**src/rtl/hdlc_rx_deframer.sv**
```systemverilog
// HDLC receive deframer.
// Detects flags and aborts on the raw Rx bit stream, removes stuffed zeros and
// assembles bytes LSB-first. Each completed byte is held back by one byte time,
// so bits belonging to the closing flag never reach the data stream. Frame
// status (EoF, error, overflow, size) is reported to the Rx buffer stage.
module hdlc_rx_deframer #(
    parameter int MAX_BYTES = 128
) (
    input  logic       Clk,
    input  logic       Rst,
    input  logic       RxEN,
    input  logic       Rx,
    output logic [7:0] Rx_Data,
    output logic       Rx_NewByte,
    output logic       Rx_FlagDetect,
    output logic       Rx_AbortDetect,
    output logic       Rx_ValidFrame,
    output logic       Rx_EoF,
    output logic       Rx_FrameError,
    output logic       Rx_Overflow,
    output logic [7:0] Rx_FrameSize
);

    typedef enum logic [1:0] {
        HUNT,
        OPEN,
        FRAME
    } stateType;

    localparam logic [7:0] MaxSize = 8'(MAX_BYTES);

    stateType   state;
    logic [7:0] hist;        // raw bit history, newest bit in [7]
    logic [2:0] onesCnt;     // consecutive ones, saturating at 7
    logic [2:0] bitCnt;      // destuffed bits in the byte being assembled
    logic [7:0] acc;         // byte under assembly
    logic [7:0] pendByte;    // last completed byte, not yet emitted
    logic       pendValid;

    logic [7:0] histNext;
    logic [7:0] accNext;
    logic       flagSeen;
    logic       abortSeen;
    logic       stuffBit;
    logic       aligned;
    logic       sizeFull;
    logic [8:0] closeCount;

    // Ones run length after taking in one more raw bit.
    function automatic logic [2:0] onesStep(input logic [2:0] count, input logic bitIn);
        if (!bitIn) begin
            return 3'd0;
        end
        if (count == 3'd7) begin
            return 3'd7;
        end
        return count + 3'd1;
    endfunction

    // Frame byte count after one more emission, held at the frame limit.
    function automatic logic [7:0] sizeStep(input logic [7:0] size);
        if (size >= MaxSize) begin
            return MaxSize;
        end
        return size + 8'd1;
    endfunction

    // Decode the bit currently on the line against the stored history.
    always_comb begin
        histNext   = {Rx, hist[7:1]};
        accNext    = {Rx, acc[7:1]};
        flagSeen   = (histNext == 8'h7E);
        // The seventh consecutive one; a longer run of ones signals only once.
        abortSeen  = Rx && (onesCnt == 3'd6);
        // A zero after exactly five ones was inserted by the transmitter.
        stuffBit   = !Rx && (onesCnt == 3'd5);
        // Seven destuffed bits since the last boundary: the flag's final bit
        // lands exactly where a byte would have completed.
        aligned    = (bitCnt == 3'd7);
        sizeFull   = (Rx_FrameSize >= MaxSize);
        // Bytes in the frame once the pending byte is emitted at close.
        closeCount = {1'b0, Rx_FrameSize} + ((aligned && !sizeFull) ? 9'd1 : 9'd0);
    end

    // Frame state machine, byte assembly and registered Rx_* outputs.
    always_ff @(posedge Clk or negedge Rst) begin
        if (!Rst) begin
            state          <= HUNT;
            hist           <= 8'h00;
            onesCnt        <= 3'd0;
            bitCnt         <= 3'd0;
            acc            <= 8'h00;
            pendByte       <= 8'h00;
            pendValid      <= 1'b0;
            Rx_Data        <= 8'h00;
            Rx_NewByte     <= 1'b0;
            Rx_FlagDetect  <= 1'b0;
            Rx_AbortDetect <= 1'b0;
            Rx_ValidFrame  <= 1'b0;
            Rx_EoF         <= 1'b0;
            Rx_FrameError  <= 1'b0;
            Rx_Overflow    <= 1'b0;
            Rx_FrameSize   <= 8'h00;
        end else begin
            // Pulses last exactly one clock, whether or not a bit arrives.
            Rx_NewByte     <= 1'b0;
            Rx_FlagDetect  <= 1'b0;
            Rx_AbortDetect <= 1'b0;
            Rx_EoF         <= 1'b0;
            Rx_FrameError  <= 1'b0;

            if (RxEN) begin
                hist    <= histNext;
                onesCnt <= onesStep(onesCnt, Rx);

                if (abortSeen) begin
                    // Abort beats everything: the frame is dropped silently.
                    Rx_AbortDetect <= 1'b1;
                    if (state != HUNT) begin
                        state         <= HUNT;
                        Rx_ValidFrame <= 1'b0;
                        pendValid     <= 1'b0;
                    end
                end else if (flagSeen) begin
                    // Any flag realigns byte assembly; a partial acc is dropped.
                    Rx_FlagDetect <= 1'b1;
                    Rx_ValidFrame <= 1'b1;
                    bitCnt        <= 3'd0;
                    pendValid     <= 1'b0;
                    state         <= OPEN;
                    if (state == FRAME) begin
                        // Closing flag: status stays visible until the next frame.
                        Rx_EoF <= 1'b1;
                        if (aligned && pendValid) begin
                            if (sizeFull) begin
                                Rx_Overflow <= 1'b1;
                            end else begin
                                Rx_Data      <= pendByte;
                                Rx_NewByte   <= 1'b1;
                                Rx_FrameSize <= sizeStep(Rx_FrameSize);
                            end
                        end
                        Rx_FrameError <= !aligned || (closeCount < 9'd2);
                    end else begin
                        // Opening or idle flag starts a fresh status.
                        Rx_Overflow  <= 1'b0;
                        Rx_FrameSize <= 8'h00;
                    end
                end else if ((state != HUNT) && !stuffBit) begin
                    acc    <= accNext;
                    bitCnt <= bitCnt + 3'd1;
                    if (bitCnt == 3'd7) begin
                        pendByte  <= accNext;
                        pendValid <= 1'b1;
                        if (state == OPEN) begin
                            // First byte of a frame whose opening flag was
                            // shared with the previous frame's close.
                            state        <= FRAME;
                            Rx_Overflow  <= 1'b0;
                            Rx_FrameSize <= 8'h00;
                        end else if (pendValid) begin
                            if (sizeFull) begin
                                Rx_Overflow <= 1'b1;
                            end else begin
                                Rx_Data      <= pendByte;
                                Rx_NewByte   <= 1'b1;
                                Rx_FrameSize <= sizeStep(Rx_FrameSize);
                            end
                        end
                    end
                end
            end
        end
    end

endmodule

```
**config.mk**
```make
export PLATFORM = sky130hd
export DESIGN_NAME = hdlc_rx_deframer
export DESIGN_NICKNAME = d
export VERILOG_FILES = /design/src/rtl/hdlc_rx_deframer.sv
export SDC_FILE = /design/constraint.sdc
export NUM_CORES = 1
export LEC_CHECK = 0
export CAP_MARGIN = 25
export CORE_MARGIN = 2
export CORE_UTILIZATION = 32
export CTS_CLUSTER_SIZE = 8
export DETAILED_ROUTE_END_ITERATION = 7
export GPL_TIMING_DRIVEN = 0
export PLACE_DENSITY = 0.55
export SKIP_CTS_REPAIR_TIMING = 1
export SYNTH_ARGS = -nofsm -noshare
export SYNTH_HDL_FRONTEND = slang
export SYNTH_SLANG_ARGS = --single-unit
```
**constraint.sdc**
```tcl
create_clock -name Clk -period 2.8 [get_ports Clk]
set_clock_uncertainty 0.15 [all_clocks]
set_input_delay 0.7 -clock Clk [delete_from_list [all_inputs] [get_ports Clk]]
set_output_delay 0.7 -clock Clk [all_outputs]
set_load 0.03 [all_outputs]
```
==> out/results.ini <==
[yosys]
synth_ff_type=dfrtp_1
ys_ff_latch=54
synth_cell_types=47
netlist_area_sq_um=2530
synth_area_per_cell_sq_um=12.2
yosysSeqAreaShare_pct=53.4
synth_cells=207
synth_nets=219
async_flop_share_pct=100
synth_edf_count=0
yosysWarnings=0

[sta]
holdWs_ps=156
slew_headroom_pct=53.0
hold_viol=0
worst_pin_slew_ps=702
fin_crit_sh_pct=88.9
report.final.slew_viol_count=0
max_freq_mhz=402
final.setup.tns_ps=0
setup_violations=0
rsz0062_at_grt=no
fin_crit_ps=2490
worst_slack_ps=311

[floorplan]
initial_core_util_pct=32.9
rows=32
fp.dieH_um=92.9
die_x_um=92.9
coreArea_sq_um=7690
ios=27
die_area_sq_um=8640

[critical_path]
r2r_cells=6
arrival_ps=2540
cp-start-kind=primary input
rr_endpoint=pendByte[0]$_DFFE_PN0P_
cp-end-kind=register
critPathMaxFanout=8
ff2ff_setup_slack_ps=360
crit_end=pendByte[0]$_DFFE_PN0P_
worst_ep_required_time_ps=2850
reg2reg_from=onesCnt[0]$_DFFE_PN0P_
worstSetupPathType=primary input to register
crit_start=RxEN

[drt]
drtIter0Drc=81
drt_wl_total_um=4730
drt_pass1_iterations=4
dr_total_vias=1697
drc=0
wire_per_inst_um=13.8
ant_nets=0
via_per_inst=4.95

[power_and_ir_drop]
p_switching_mw=0.706
p_per_area_nw_per_um2=714
seqPwrFrac_pct=51.4
peakVddDrop_uv=267
power.internal_mw=1.45
p_total_mw=2.15
p_comb_share_pct=27.7
switching_share_pct=32.8
pwr-share-clk_pct=20.9
p_leak_nw=1.31

[cts]
worst_skew_pair.late_latency_ps=310
path_clk_slew_ps=100
cts_root_buffer=clkbuf_8
htree_levels=2
cts_buffers=5
cts_tree=yes
cts.sinks=54
cts_buffer_depth=2

[global_route]
grt_pass1_vias=1692
grt_max_degree=40
antenna_found_initial=0
grt_pass1_wl_um=8240
track_usage_pct=11.8
grt_overflow=0

[run]
drv_cap=0

[worst_hold_path]
min-delay-path-class=primary input to asynchronous set/reset pin

[finish]
drive_gt1_share_pct=24.5
syn_to_final_growth_pct=19.2
nets=252
final_common_cell=dfrtp_1
final_cell_mix=54 x dfrtp_1, 32 x mux2_2, 24 x clkdlybuf4s50_1
antennaDiodeCount=0
final_util_pct=39.3

[placed_design]
port_buffers=25
finalWeightedCongestion=0.809
dp_slack_ps=-68.7
dp.final_hpwl_um=3370

[run_status]
status=completed

per-stage QoR:
| step | instances | cell area [sq um] |
|---|---|---|
| 4_1_cts | 343 | 3020 |
| 5_1_grt | 343 | 3020 |
| 3_5_place_dp | 335 | 2920 |
| 2_1_floorplan | 207 | 2530 |
| 3_3_place_gp | 334 | 2910 |
| 6_report | 343 | 3020 |
area by class of cell:
| class | instances | area [sq um] |
|---|---|---|
| plain buffers | 7 | 48.8 |
| clock buffers | 5 | 68.8 |
| clock inverters | 3 | 25.0 |
| fillers | 765 | 4670 |
| inverters | 9 | 33.8 |
| multi-input cells | 137 | 1100 |
| flip-flops and latches | 54 | 1350 |
| well taps | 102 | 128 |
| repair buffers | 26 | 265 |
layer usage:
layer | vias up | GRT usage (%) | part of all wire [%]
met5 | - | 0 | 0
met4 | 0 | 2.57 | 0.80
met3 | 5 | 2.60 | 3.5
met2 | 24 | 19.4 | 49
met1 | 854 | 16.1 | 47
li1 | 814 | - | -
cells in the mapped netlist, types with 2 or more instances:
library cell   n  area, sq um
mux2i_1        2         20.0
dfrtp_1       54         1350
and3_1         2         12.5
or4_1          2         15.0
nand2_1       13         48.8
ha_1           8          100
nor2_1         7         26.3
or2_2          2         12.5
clkbuf_1       3         11.3
inv_1          9         33.8
o21bai_1       2         15.0
nor3_1         4         20.0
buf_6          2         22.5
nor4_1         2         12.5
buf_4          2         15.0
mux2_2        32          360
a22o_1         3         26.3
nand3_1        8         40.0
nand4_1        2         12.5
nand3b_1       2         15.0
o21ai_0       11         55.1
a21oi_1       10         50.1
registers in the layout, indices dropped and copies added (netlist names):
| signal | cells |
|---|---|
| Rx_AbortDetect | 1 |
| Rx_Data | 8 |
| Rx_EoF | 1 |
| Rx_FlagDetect | 1 |
| Rx_FrameError | 1 |
| Rx_FrameSize | 8 |
| Rx_NewByte | 1 |
| Rx_Overflow | 1 |
| Rx_ValidFrame | 1 |
| acc | 7 |
| bitCnt | 3 |
| hist | 7 |
| onesCnt | 3 |
| pendByte | 8 |
| pendValid | 1 |
| state | 2 |
logic make-up after synthesis:
logic type / count (synthesis) / synth area share, %
buffers and inverters: 16 / 3.26
AO/OA/AOI/OAI: 38 / 9.84
adder cells (fa/ha/maj): 8 / 3.95
AND/OR/NAND/NOR: 56 / 13.9
multiplexers: 35 / 15.6
flip-flops: 54 / 53.4
worst min-delay path by stage:
stage / startpoint / to / slack (ps)
4_1_cts: Rst / hist[4]$_DFFE_PN0P_ / 160
3_3_place_gp: Rx_Overflow$_DFFE_PN0P_ / Rx_Overflow$_DFFE_PN0P_ / 330
6_report: Rst / hist[4]$_DFFE_PN0P_ / 160
5_1_grt: Rst / hist[4]$_DFFE_PN0P_ / 180
3_5_place_dp: Rx_Overflow$_DFFE_PN0P_ / Rx_Overflow$_DFFE_PN0P_ / 330
2_1_floorplan: Rst / Rx_AbortDetect$_DFF_PN0_ / 250
worst max-delay path, cell delays in order:
cell             delay [ps]
clkdlybuf4s50_1         540
nand2_1                 240
nor3_2                  650
mux2_2                  410
power groups by stage:
stage               Sequential [mW]  Combinational, mW  Clock [mW]
CTS                            1.11              0.607       0.473
global route                   1.14              0.668       0.501
floorplan                      1.13              0.407           0
detailed placement             1.12              0.607           0
global placement               1.12              0.588           0
finish                         1.11              0.596       0.451
(Power assumes the default switching activity.)
